$ cat src/rtl/cpu_pkg.sv
// rtl/cpu_pkg.sv - shared state, direction and timer types for the memory access sequencer
package cpu_pkg;

  // Sequencer states for one external bus access.
  typedef enum logic [1:0] {
    IDLE  = 2'd0,
    SETUP = 2'd1,
    WAIT  = 2'd2,
    DONE  = 2'd3
  } mem_state_e;

  // Direction of the access latched in IDLE.
  typedef enum logic {
    READ  = 1'b0,
    WRITE = 1'b1
  } mem_dir_e;

  // All bus-cycle timers are 8-bit down-counters.
  localparam int TIMER_WIDTH = 8;

  // Converts an integer cycle count into a timer load value.
  function automatic logic [TIMER_WIDTH-1:0] timer_load(input int cycles);
    return TIMER_WIDTH'(cycles);
  endfunction

endpackage

$ cat src/rtl/wait_timer.sv
// rtl/wait_timer.sv - loadable 8-bit down-counter with a zero flag
module wait_timer
  import cpu_pkg::*;
(
  input  logic                   clk,
  input  logic                   rst,
  input  logic                   load,
  input  logic [TIMER_WIDTH-1:0] load_val,
  input  logic                   dec,
  output logic                   zero
);

  logic [TIMER_WIDTH-1:0] count;

  // Load wins over decrement; decrementing stops at zero so the flag stays set.
  always_ff @(posedge clk or posedge rst) begin
    if (rst) begin
      count <= '0;
    end else if (load) begin
      count <= load_val;
    end else if (dec && (count != '0)) begin
      count <= count - 1'b1;
    end
  end

  assign zero = (count == '0);

endmodule

$ cat src/rtl/mem_ctrl.sv
// rtl/mem_ctrl.sv - memory bus sequencer with wait states and ready handshake; MEM_CTRL_TIMEOUT_EN adds a stall timeout
module mem_ctrl
  import cpu_pkg::*;
#(
  parameter int ADDR_WIDTH     = 16,
  parameter int DATA_WIDTH     = 32,
  parameter int WAIT_STATES    = 2,
  parameter int TIMEOUT_CYCLES = 255
) (
  input  logic                  clk,
  input  logic                  rst,
  input  logic                  mem_rd,
  input  logic                  mem_wr,
  input  logic [ADDR_WIDTH-1:0] addr,
  input  logic [DATA_WIDTH-1:0] wr_data,
  output logic [DATA_WIDTH-1:0] rd_data,
  output logic                  ld_mdr_rd,
  output logic                  busy,
  output logic                  done,
  output logic [ADDR_WIDTH-1:0] bus_addr,
  output logic [DATA_WIDTH-1:0] bus_wdata,
  input  logic [DATA_WIDTH-1:0] bus_rdata,
  output logic                  bus_cs,
  output logic                  bus_we,
  input  logic                  bus_ready,
  output logic                  fault
);

  // Both counts must fit the 8-bit timers; the timeout needs at least one cycle.
  if (WAIT_STATES < 0 || WAIT_STATES > 255 ||
      TIMEOUT_CYCLES < 1 || TIMEOUT_CYCLES > 255) begin : g_param_check
    $error("mem_ctrl: WAIT_STATES or TIMEOUT_CYCLES out of range");
  end

  mem_state_e state;
  mem_dir_e   dir;

  logic wait_load;
  logic wait_dec;
  logic wait_zero;

  // Both timers are armed in SETUP; the wait counter only runs while nonzero in WAIT.
  assign wait_load = (state == SETUP);
  assign wait_dec  = (state == WAIT) && !wait_zero;

  wait_timer u_wait (
    .clk      (clk),
    .rst      (rst),
    .load     (wait_load),
    .load_val (timer_load(WAIT_STATES)),
    .dec      (wait_dec),
    .zero     (wait_zero)
  );

`ifdef MEM_CTRL_TIMEOUT_EN
  logic stall;
  logic to_dec;
  logic to_zero;

  // A stall cycle is a WAIT cycle after the wait states with the memory not ready.
  // Loading TIMEOUT_CYCLES-1 makes the timer hit zero on the last tolerated stall,
  // so the access gives up exactly TIMEOUT_CYCLES stall cycles after expiry.
  assign stall  = (state == WAIT) && wait_zero && !bus_ready;
  assign to_dec = stall && !to_zero;

  wait_timer u_timeout (
    .clk      (clk),
    .rst      (rst),
    .load     (wait_load),
    .load_val (timer_load(TIMEOUT_CYCLES - 1)),
    .dec      (to_dec),
    .zero     (to_zero)
  );
`else
  assign fault = 1'b0;
`endif

  // Access sequencer; every bus-facing and control-facing output is registered here.
  always_ff @(posedge clk or posedge rst) begin
    if (rst) begin
      state     <= IDLE;
      dir       <= READ;
      rd_data   <= '0;
      bus_addr  <= '0;
      bus_wdata <= '0;
      bus_cs    <= 1'b0;
      bus_we    <= 1'b0;
      busy      <= 1'b0;
      done      <= 1'b0;
      ld_mdr_rd <= 1'b0;
`ifdef MEM_CTRL_TIMEOUT_EN
      fault     <= 1'b0;
`endif
    end else begin
      case (state)
        IDLE: begin
          // Write wins when control raises both requests together.
          if (mem_wr || mem_rd) begin
            dir       <= mem_wr ? WRITE : READ;
            bus_addr  <= addr;
            bus_wdata <= wr_data;
            bus_cs    <= 1'b1;
            bus_we    <= mem_wr;
            busy      <= 1'b1;
            state     <= SETUP;
          end
        end
        SETUP: begin
          state <= WAIT;
        end
        WAIT: begin
          // Ready is only honoured once the programmed wait states have elapsed.
          if (wait_zero && bus_ready) begin
            if (dir == READ) begin
              rd_data <= bus_rdata;
            end
            ld_mdr_rd <= (dir == READ);
            done      <= 1'b1;
            bus_cs    <= 1'b0;
            bus_we    <= 1'b0;
            state     <= DONE;
          end
`ifdef MEM_CTRL_TIMEOUT_EN
          else if (stall && to_zero) begin
            fault  <= 1'b1;
            done   <= 1'b1;
            bus_cs <= 1'b0;
            bus_we <= 1'b0;
            state  <= DONE;
          end
`endif
        end
        DONE: begin
          done      <= 1'b0;
          ld_mdr_rd <= 1'b0;
          busy      <= 1'b0;
          state     <= IDLE;
        end
        default: begin
          state <= IDLE;
        end
      endcase
    end
  end

endmodule

$ cat config.mk
export PLATFORM = sky130hd
export DESIGN_NAME = mem_ctrl
export DESIGN_NICKNAME = d
export VERILOG_FILES = /design/src/rtl/cpu_pkg.sv /design/src/rtl/wait_timer.sv /design/src/rtl/mem_ctrl.sv
export SDC_FILE = /design/constraint.sdc
export NUM_CORES = 1
export LEC_CHECK = 0
export ABC_AREA = 0
export CAP_MARGIN = 20
export CORE_MARGIN = 8
export CORE_UTILIZATION = 46
export DETAILED_ROUTE_END_ITERATION = 12
export GPL_TIMING_DRIVEN = 0
export PLACE_DENSITY = 0.95
export SLEW_MARGIN = 0
export SYNTH_ARGS = -nofsm -noshare
export SYNTH_HDL_FRONTEND = slang
export SYNTH_SLANG_ARGS = --single-unit
$ cat constraint.sdc
create_clock -name clk -period 7.1 [get_ports clk]
set_clock_uncertainty 0.2 [all_clocks]
set_input_delay 1.065 -clock clk [delete_from_list [all_inputs] [get_ports clk]]
set_output_delay 1.065 -clock clk [all_outputs]
set_load 0.02 [all_outputs]
After elaboration in Yosys (flattened, before gate mapping)
Cells that the tools add are included.
{"block": "classes", "n_addsub": 1, "mul": 0, "div": 0, "magnitude_cmp": 0, "eq_ne": 5, "n_shift": 0, "n_mux": 16, "bitwise_logic": 1, "reduce_logical": 18}
{"op": "two-way mux 8 bit", "count": 2}
{"op": "one-hot mux 1 bit (2 select lines)", "count": 5}
{"op": "logical NOT 8 bit", "count": 1}
{"op": "one-hot mux 2 bit (4 select lines)", "count": 1}
{"op": "AND reduction 2 bit", "count": 4}
{"op": "nonzero test 2 bit", "count": 4}
{"op": "nonzero test 8 bit", "count": 1}
{"op": "subtractor 8 x 1 -> 8 bit (second input constant)", "count": 1}
{"op": "two-way mux 1 bit", "count": 6}
{"op": "AND reduction 3 bit", "count": 2}
{"op": "equality test 2 bit (second input constant)", "count": 2}
{"op": "two-way mux 2 bit", "count": 2}
{"op": "logical AND 1 bit", "count": 3}
{"op": "equality test 2 x 1 -> 1 bit (second input constant)", "count": 1}
{"op": "logical NOT 2 bit", "count": 1}
{"op": "inequality test 2 x 1 -> 1 bit (second input constant)", "count": 1}
{"op": "inequality test 2 bit (second input constant)", "count": 1}
{"op": "logical NOT 1 bit", "count": 1}
{"op": "logical OR 1 bit", "count": 1}
{"op": "inverter 1 bit", "count": 1}
{"block": "totals", "reg_bits": 96, "latch_bits": 0, "mem_bits_rw": 0, "romBits": 0, "in_bits": 85, "wordCells": 52, "mem_count": 0}

Logic depth before layout (Yosys ltp)
Gate-level depths: netlist (run 1).
{"block": "logic_depth", "depth_word": 6, "depth_mapped": 7, "ltp_nobuf": 5}

Hierarchy
Synthesis (run 1) repeated with hierarchy kept, for this count alone.
{"block": "unflattened", "hier_cells": 272, "hier_area_um2": 4119.0}
{"module": "mem_ctrl", "n_inst": 1, "cells_per_inst": 219, "area_each_um2": 3623.5, "seq_area_each_um2": 2202.1}
{"module": "wait_timer", "n_inst": 1, "cells_per_inst": 53, "area_each_um2": 495.5, "seq_area_each_um2": 200.2}

Least setup slack after synthesis (run 1)
OpenSTA, ideal clock, no wires.
{"block": "synth_path", "path_type": "in2reg", "from": "input mem_rd", "to": "register bus_addr[0]", "t_arrival_ns": 2.014, "t_required_ns": 6.775, "path_slack_ns": 4.761, "cell_stages": 3, "path_cell_list": "o21ai_1 -> clkbuf_1 -> mux2_2"}
{"block": "synth_via", "elab_chain_cells": 2}
{"element": "start: declaration", "line": "mem_ctrl.sv:12", "rtl": "input logic mem_rd,"}
{"element": "logical OR 1 bit", "line": "mem_ctrl.sv:98", "rtl": "if (mem_wr || mem_rd) begin"}
{"element": "AND reduction 2 bit (no source line)"}
{"element": "end signal: assignment", "line": "mem_ctrl.sv:100", "rtl": "bus_addr <= addr;"}
{"element": "end: declaration", "line": "mem_ctrl.sv:20", "rtl": "output logic [ADDR_WIDTH-1:0] bus_addr,"}
No other way between the ends.
A chain may end at the register's enable or synchronous reset.

Final worst setup path (run 1)
{"block": "layout_path", "from": "input mem_wr", "to": "register bus_wdata[3]"}
{"block": "layout_via", "elab_chain_cells": 2}
{"element": "start: declaration", "line": "mem_ctrl.sv:13", "rtl": "input logic mem_wr,"}
{"element": "logical OR 1 bit", "line": "mem_ctrl.sv:98"}
{"element": "AND reduction 2 bit (no source line)"}
{"element": "end signal: assignment", "line": "mem_ctrl.sv:101", "rtl": "bus_wdata <= wr_data;"}
{"element": "end: declaration", "line": "mem_ctrl.sv:21", "rtl": "output logic [DATA_WIDTH-1:0] bus_wdata,"}
No other way between the ends.

==> results list, run 1 <==
- Outcome: complete, no violations
* Main synth FF type: sky130_fd_sc_hd__dfrtp_1
* Number of synthesized flops with an enable pin: 0
- Max-cap check violation count: 0
* Setup Fix Bufs, Post-CTS: 0
- The placed instances occupy a cell area of a little under 0.006 mm2.
- The die is 109 um wide.
- Average cell area after synthesis: 14.6 um2
* Required time at the worst-slack endpoint: between 7 and 8 ns
- The root buffer cell chosen for the clock tree is sky130_fd_sc_hd__clkbuf_8.
* Tot GR Track Use: 0.178
* Average routed wire per standard cell: 18.7 um
- STA classifies the critical path startpoint as an input pin.
- Aggregate negative setup slack: 0 ns
- Cell area after layout: about 0.006 mm2
- For this design the total switching power over the nets is 1.01 mW.
* Type of the worst setup path: in2reg
- Min cycle time layout: 3.06 ns
- The die covers roughly 0.012 mm2.
- Largest net degree at the start of global routing: 53
* Worst slew slack as a fraction of its limit: 0.550
- Timing would allow up to about 0.33 GHz.
* Number of clock buffers inserted by TritonCTS: 9
* Synth Register Bits: 96
- For this design, the CTS-stage hold fixing added 0 buffers.
- The share of total power dissipated in combinational logic is 0.521.
- Once detail routing completed, the nets flagged for antenna violations numbered 0.
- The tightest min-delay check is of the reg2reg type.
* CORE AREA: 0.00855 mm2
* Synthesized netlist cell count: 273
- Of all nets on the critical path, the largest fanout is 10.
- The number of antenna violations at the first check in global routing came to 0.
- Of the synthesized area, sequential elements account for 0.601.
- DRC violation total after the first TritonRoute iteration: 66
* Nets@finish: between 500 and 600
- The routed layout has ~2.9k vias.
- Maximum vdd ir drop: between 0.2 and 0.3 mV
* Share of power burned in registers: 0.352
* Buffers added on ports: around 170
- Async SR Flop Fraction: 1.00
- H-tree depth: 3
* Ant diodes: 0
* Worst Path Arrival: 3.09 ns
- STA classifies the critical path endpoint as a register.
- ~170 I/O pins were placed.
- For this design the ratio of total power to cell area is ~440 mW/mm2.
- Transition time of the tightest slew-check pin: 0.671 ns
* Netlist area before placement: approximately 0.0040 mm2
- Via-to-Cell Ratio: ~5
- After synthesis, the netlist uses 41 different library cells.
* Sw frac: 0.377
- Source-to-sink clock delay at the later pin of the worst-skew pair: ~0.35 ns
* Routability congestion estimate: 0.814
- Number of cells upsized or downsized after cts: 0
- The number of endpoints with negative hold slack in the final report came to 0.
- The first global-routing pass estimated 16500 um of wire.
- Post-Syn Nets: between 300 and 400
- Internal Dissipation: around 1.7 mW
- TritonCTS sink count: 96
- Of the available clock period, the critical path in the final layout requires 0.431.
- Worst hold slack across all endpoints: 0.306 ns
* Clock share of power: 0.127
* Clk pin slew, worst setup/hold paths: 0.08 ns
* Final core utilization: 0.707
* Static leakage: 2.62 nW
* DRC errors left: 0
* Die extent in y: ~110 um
- Setup violations remaining at the end of the flow were counted as 0.
* Ratio of cells with drive above 1 in the final layout: 0.242
- Relative to the synthesized area, the layout overhead comes to 51.3%.
- Iteration count of the initial detailed-routing pass: 4
* Via count of the first global-routing pass: 3233
- Buffer depth of the longest clock path: 2
* Remaining global-route overflow: 0
- The number of pins exceeding their max-slew limit in the final report came to 0.
* Setup repair after global routing missed its margin: no
- Placement row count: 34
* Detailed placement HPWL: between 8000 and 9000 um
* Clock tree from TritonCTS: yes
* Initial cell density of the core: 0.467
- Number of warnings issued by yosys: 0
- The routed design has 10600 um of wire.
## path summary, 6_finish.rpt
kind	to	cells after the start	startpoint	slack (ns)
worst max register to register	bus_wdata[3]	6	state[1]	4.51
max in group asynchronous	bus_wdata[31]	3	rst	5.06
worst max-delay path	bus_wdata[3]	4	mem_wr	4.04
worst min register to register	rd_data[17]	1	rd_data[17]	0.31
min in group asynchronous	rd_data[25]	2	rst	0.98
worst min-delay path	rd_data[17]	1	rd_data[17]	0.31
## sequential cells by signal (all words and copies together), names as in the netlist
| name | cells |
|---|---|
| dir | 1 |
| bus_cs | 1 |
| bus_wdata | 32 |
| bus_we | 1 |
| ld_mdr_rd | 1 |
| busy | 1 |
| bus_addr | 16 |
| rd_data | 32 |
| done | 1 |
| state | 2 |
| u_wait.count | 8 |
## area by class of cell
cell class / instances / area [um2]
Sequential cell: 96 / 2400
Clock inverter: 5 / 40.0
Buffer: 12 / 71.3
Fill cell: 586 / 2510
Timing Repair Buffer: 170 / 1720
Inverter: 7 / 28.8
Clock buffer: 11 / 151
Multi-Input combinational cell: 158 / 1500
Tap cell: 108 / 135
## power by group through the flow
stage	clock network [mW]	registers [mW]	logic, mW
3_3_place_gp	0	0.933	1.37
2_1_floorplan	0	1.21	0.495
3_5_place_dp	0	0.955	1.41
4_1_cts	0.351	0.945	1.42
5_1_grt	0.371	0.977	1.49
6_report	0.341	0.943	1.40
## cell usage in the layout (no fill, tap or decap), drive strengths merged
cell / Yosys / final
nand3b: 1 / 1
nor4bb: 1 / 1
clkinvlp: 0 / 3
or3: 1 / 1
a31oi: 1 / 1
o211ai: 4 / 4
nor4: 1 / 1
a21o: 3 / 3
a211oi: 2 / 2
o311ai: 1 / 1
clkbuf: 8 / 19
conb: 1 / 1
nor2: 7 / 7
dfrtp: 96 / 96
o2bb2ai: 2 / 2
clkinv: 0 / 1
o21ai: 3 / 3
or4b: 1 / 1
nand4: 1 / 1
nor2b: 7 / 7
nor3b: 2 / 2
or2: 1 / 1
a2111oi: 1 / 1
a22o: 1 / 1
a21oi: 6 / 6
buf: 4 / 5
ha: 7 / 7
nand2b: 2 / 2
or4bb: 1 / 1
inv: 7 / 8
mux2: 84 / 84
clkdlybuf4s50: 0 / 169
nor3: 1 / 1
or3b: 1 / 1
nand3: 1 / 1
a22oi: 1 / 1
mux2i: 2 / 2
nand2: 7 / 7
or4: 3 / 3
## per-layer routing
layer,share of wire,up-vias,wire [um],track usage
li1,-,1328,-,-
met1,0.34,1416,3560,0.178
met2,0.53,132,5600,0.318
met3,0.11,19,1200,0.0810
met4,0.021,0,220,0.0665
met5,0,-,0,0
## metrics by stage
stage | std cells | power [mW] | setup slack, ns
final | 567 | 2.68 | 4.04
after CTS | 567 | 2.71 | 4.03
after global routing | 567 | 2.84 | 3.97
after detailed placement | 551 | 2.36 | 3.65
after global placement | 550 | 2.30 | 1.95
after floorplan | 273 | 1.70 | 3.33
## worst max-delay path: stages
cell	delay [ns]
sky130_fd_sc_hd__clkdlybuf4s50_1	0.47
sky130_fd_sc_hd__o21ai_1	0.57
sky130_fd_sc_hd__clkbuf_1	0.58
sky130_fd_sc_hd__mux2_2	0.40
## cells in the mapped netlist (all sizes together) (2+ instances only)
library cell,instances,area (um2)
clkbuf,8,30.0
buf,4,41.3
nand2,7,26.3
mux2,84,946
o211ai,4,30.0
o21ai,3,15.0
or4,3,26.3
ha,7,87.6
a211oi,2,15.0
inv,7,26.3
o2bb2ai,2,17.5
nor2b,7,43.8
dfrtp,96,2400
nor2,7,26.3
nor3b,2,20.0
a21oi,6,30.0
nand2b,2,12.5
a21o,3,22.5
mux2i,2,20.0
## cell families (layout without fill, tap and decap cells)
kind of cell / Yosys count / count (layout) / share of synthesized area
buffers and inverters: 19 / 205 / 0.0244
DFF: 96 / 96 / 0.601
adders and majority gates: 7 / 7 / 0.0219
and+or+nand+nor: 39 / 39 / 0.0670
AOI/OAI and AO/OA: 25 / 25 / 0.0426
muxes: 86 / 86 / 0.242
other: 1 / 1 / 0.000939
Note: power is estimated with default switching activity, not from simulation.
==> inputs of run 2 (changes only) <==
CORE_UTILIZATION = 38   (was 46)
PLACE_DENSITY = 0.85   (was 0.95)
clock period = 2.7 ns   (was 7.1 ns; I/O delays follow)
==> run 2 against run 1 <==
  * Sequential share of layout area down 0.50 points
  * First-iteration DRC count up 9.1%
  * Non-clock buffer count up 1
  * Largest power group unchanged
  * Clock power rose to 3.0 times the previous value
  * Total power rose to 2.7 times the previous value
==> results list, run 2 (same netlist as run 1, synthesis figures left out) <==
* Outcome: complete, no violations
- The worst setup path is captured at a register.
- The area growth from synthesis to layout is 53.2%.
- Detailed routing inserted a total of 2894 vias.
- The floorplan step defined a core boundary enclosing 0.0103 mm2.
- The first global-routing pass estimated 17200 um of wire.
- I/O Pins: 171
* Highest clock rate: around 0.4 GHz
- In the final layout, the share of cells above drive strength 1 is 0.243.
- Required time at the worst-slack endpoint: 2.75 ns
- Clk pin slew, worst setup/hold paths: 0.10 ns
- Source-to-sink clock delay at the later pin of the worst-skew pair: 0.36 ns
- Final hold violation count: 0
- Via-to-Cell Ratio: 4.86
- Detailed placement ended at an HPWL of 8450 um.
* DRC errors left: 0
- The worst setup path is of the reg2reg kind.
- DRC violation total after the first TritonRoute iteration: ~70
* Leading cell type in the layout, fill and taps excluded: sky130_fd_sc_hd__clkdlybuf4s50_1
* Remaining number of nets flagged by the antenna check after routing: 0
- Die extent in y: 119 um
* Aggregate negative setup slack: 0 ns
* Transition time of the tightest slew-check pin: 0.583 ns
* Number of clock buffers inserted by TritonCTS: 9
- Power spread over the standard cell area amounts to 1170 mW/mm2.
- Largest net degree at the start of global routing: 41
- Placement row count: 37
* Buffer depth of the longest clock path: 2
- Worst-path fanout max: 10
- Slew Viols, Final: 0
- Placed Cells: 580
- The worst register-to-register path has a depth of 6.
- Category of the worst setup path launch point: register
- Wires add up to 10600 um.
- At the end of routability-driven placement, the weighted congestion stood at just under 0.8.
* Commonest cells after routing, fill and taps aside: 169 x sky130_fd_sc_hd__clkdlybuf4s50_1, 96 x sky130_fd_sc_hd__dfrtp_1, 82 x sky130_fd_sc_hd__mux2_2
- In the finished design, the share of the clock period the worst path needs comes to 0.907.
* Remaining global-route overflow: 0
- Nets@finish: 547
* Max-cap check violation count: 0
- Static leakage: between 2 and 3 nW
- The floorplan step set the die width to 119 um.
- VDD sags by at most 0.563 mV.
* Worst slew slack as a fraction of its limit: 0.610
- Min cycle time layout: between 2 and 2.5 ns
- The number of antenna violations at the first check in global routing is 0.
- Via count of the first global-routing pass: 3285
* Iteration count of the initial detailed-routing pass: 4
- Average routed wire per standard cell: 17.8 um
- Tot GR Track Use: 0.152
- In this run the tool buffered the top-level ports with 169 buffer cells.
- H-tree depth: 3
- Largest registers: bus_wdata x32, rd_data x32, bus_addr x16
- Worst Path Arrival: 2.50 ns
* TritonCTS sink count: 96
* Setup repair after global routing missed its margin: no
* Clock Root Buffer: sky130_fd_sc_hd__clkbuf_8
- The die covers approximately 0.014 mm2.
- 0 antenna diodes ended up in the layout.
* Initial cell density of the core: 0.389
* Clock tree from TritonCTS: yes
- Setup violations remaining at the end of the flow were counted as 0.
* Type of the worst min-delay path: in2async
- The count of cells in the finished layout, fillers not included, comes to 596.
- The number of hold buffers added after CTS was 0.
==> run 2: changes by cell type in the layout (fill, tap and decap cells not counted) <==
cell | previous run | this run
sky130_fd_sc_hd__clkbuf_8 | 11 | 9
sky130_fd_sc_hd__clkinvlp_4 | 3 | 2
sky130_fd_sc_hd__clkbuf_2 | 0 | 1
sky130_fd_sc_hd__clkinv_2 | 0 | 1
sky130_fd_sc_hd__bufinv_16 | 0 | 2
sky130_fd_sc_hd__inv_6 | 1 | 2
sky130_fd_sc_hd__clkinv_4 | 1 | 0
sky130_fd_sc_hd__buf_16 | 1 | 0
sky130_fd_sc_hd__inv_4 | 1 | 0
sky130_fd_sc_hd__buf_12 | 0 | 2
==> run 2: final timing paths <==
path	slack, ns	from	endpoint
min	0.25	rst	bus_wdata[2]
min in group clk	0.31	bus_addr[15]	bus_addr[15]
max in group asynchronous	1.46	rst	bus_addr[13]
min reg2reg	0.31	bus_addr[15]	bus_addr[15]
max reg2reg	0.25	state[0]	u_wait.count[4]
max	0.25	state[0]	u_wait.count[4]
==> run 2: layout make-up <==
type                       count  area, um2
multi-input combinational    158       1500
inverter                       7       30.0
clock buffer                  10        128
timing repair buffer         171       1730
buffer                        12       72.6
tap                          136        170
clock inverter                 6       90.1
fill                         859       4160
sequential                    96       2400
==> run 2: metal layers <==
layer	global-route usage	share of wire	up-vias
li1	-	-	1334
met1	0.153	0.36	1436
met2	0.267	0.52	113
met3	0.0723	0.10	11
met4	0.0625	0.016	0
met5	0	0	-
==> run 2: what timing repair did <==
item | CTS | global route
setup buffers | 0 | 0
setup endpoints to repair | 0 | 7
gates resized for setup | 0 | 2
hold endpoints to repair | 0 | 0
==> run 2: per-stage QoR <==
stage                     power (mW)  cell area, um2  hold WS (ns)   util  setup WS, ns
after global routing            7.60            6120         0.276  0.595        0.0961
after global placement          6.06            5860         0.272  0.570       -0.0257
after CTS                       7.28            6120         0.242  0.595         0.118
final                           7.18            6120         0.245  0.595         0.250
after floorplan                 4.48            4000         0.266      -         0.507
after detailed placement        6.22            5900         0.286  0.574       -0.0645
==> run 2: critical path, cell delays in order (launching register included) <==
cell and delay, ns:
sky130_fd_sc_hd__dfrtp_1 0.43, sky130_fd_sc_hd__inv_1 0.14, sky130_fd_sc_hd__ha_1 0.21, sky130_fd_sc_hd__clkbuf_1 0.36, sky130_fd_sc_hd__nand2_1 0.13, sky130_fd_sc_hd__a2111oi_0 0.47, sky130_fd_sc_hd__mux2_2 0.39
==> run 2: power by group <==
part           switching (mW)  internal (mW)  leakage, nW
sequential              0.393           2.09         1.19
combinational            1.75           1.91         1.34
clock                   0.509          0.527        0.107
total                    2.65           4.53         2.64
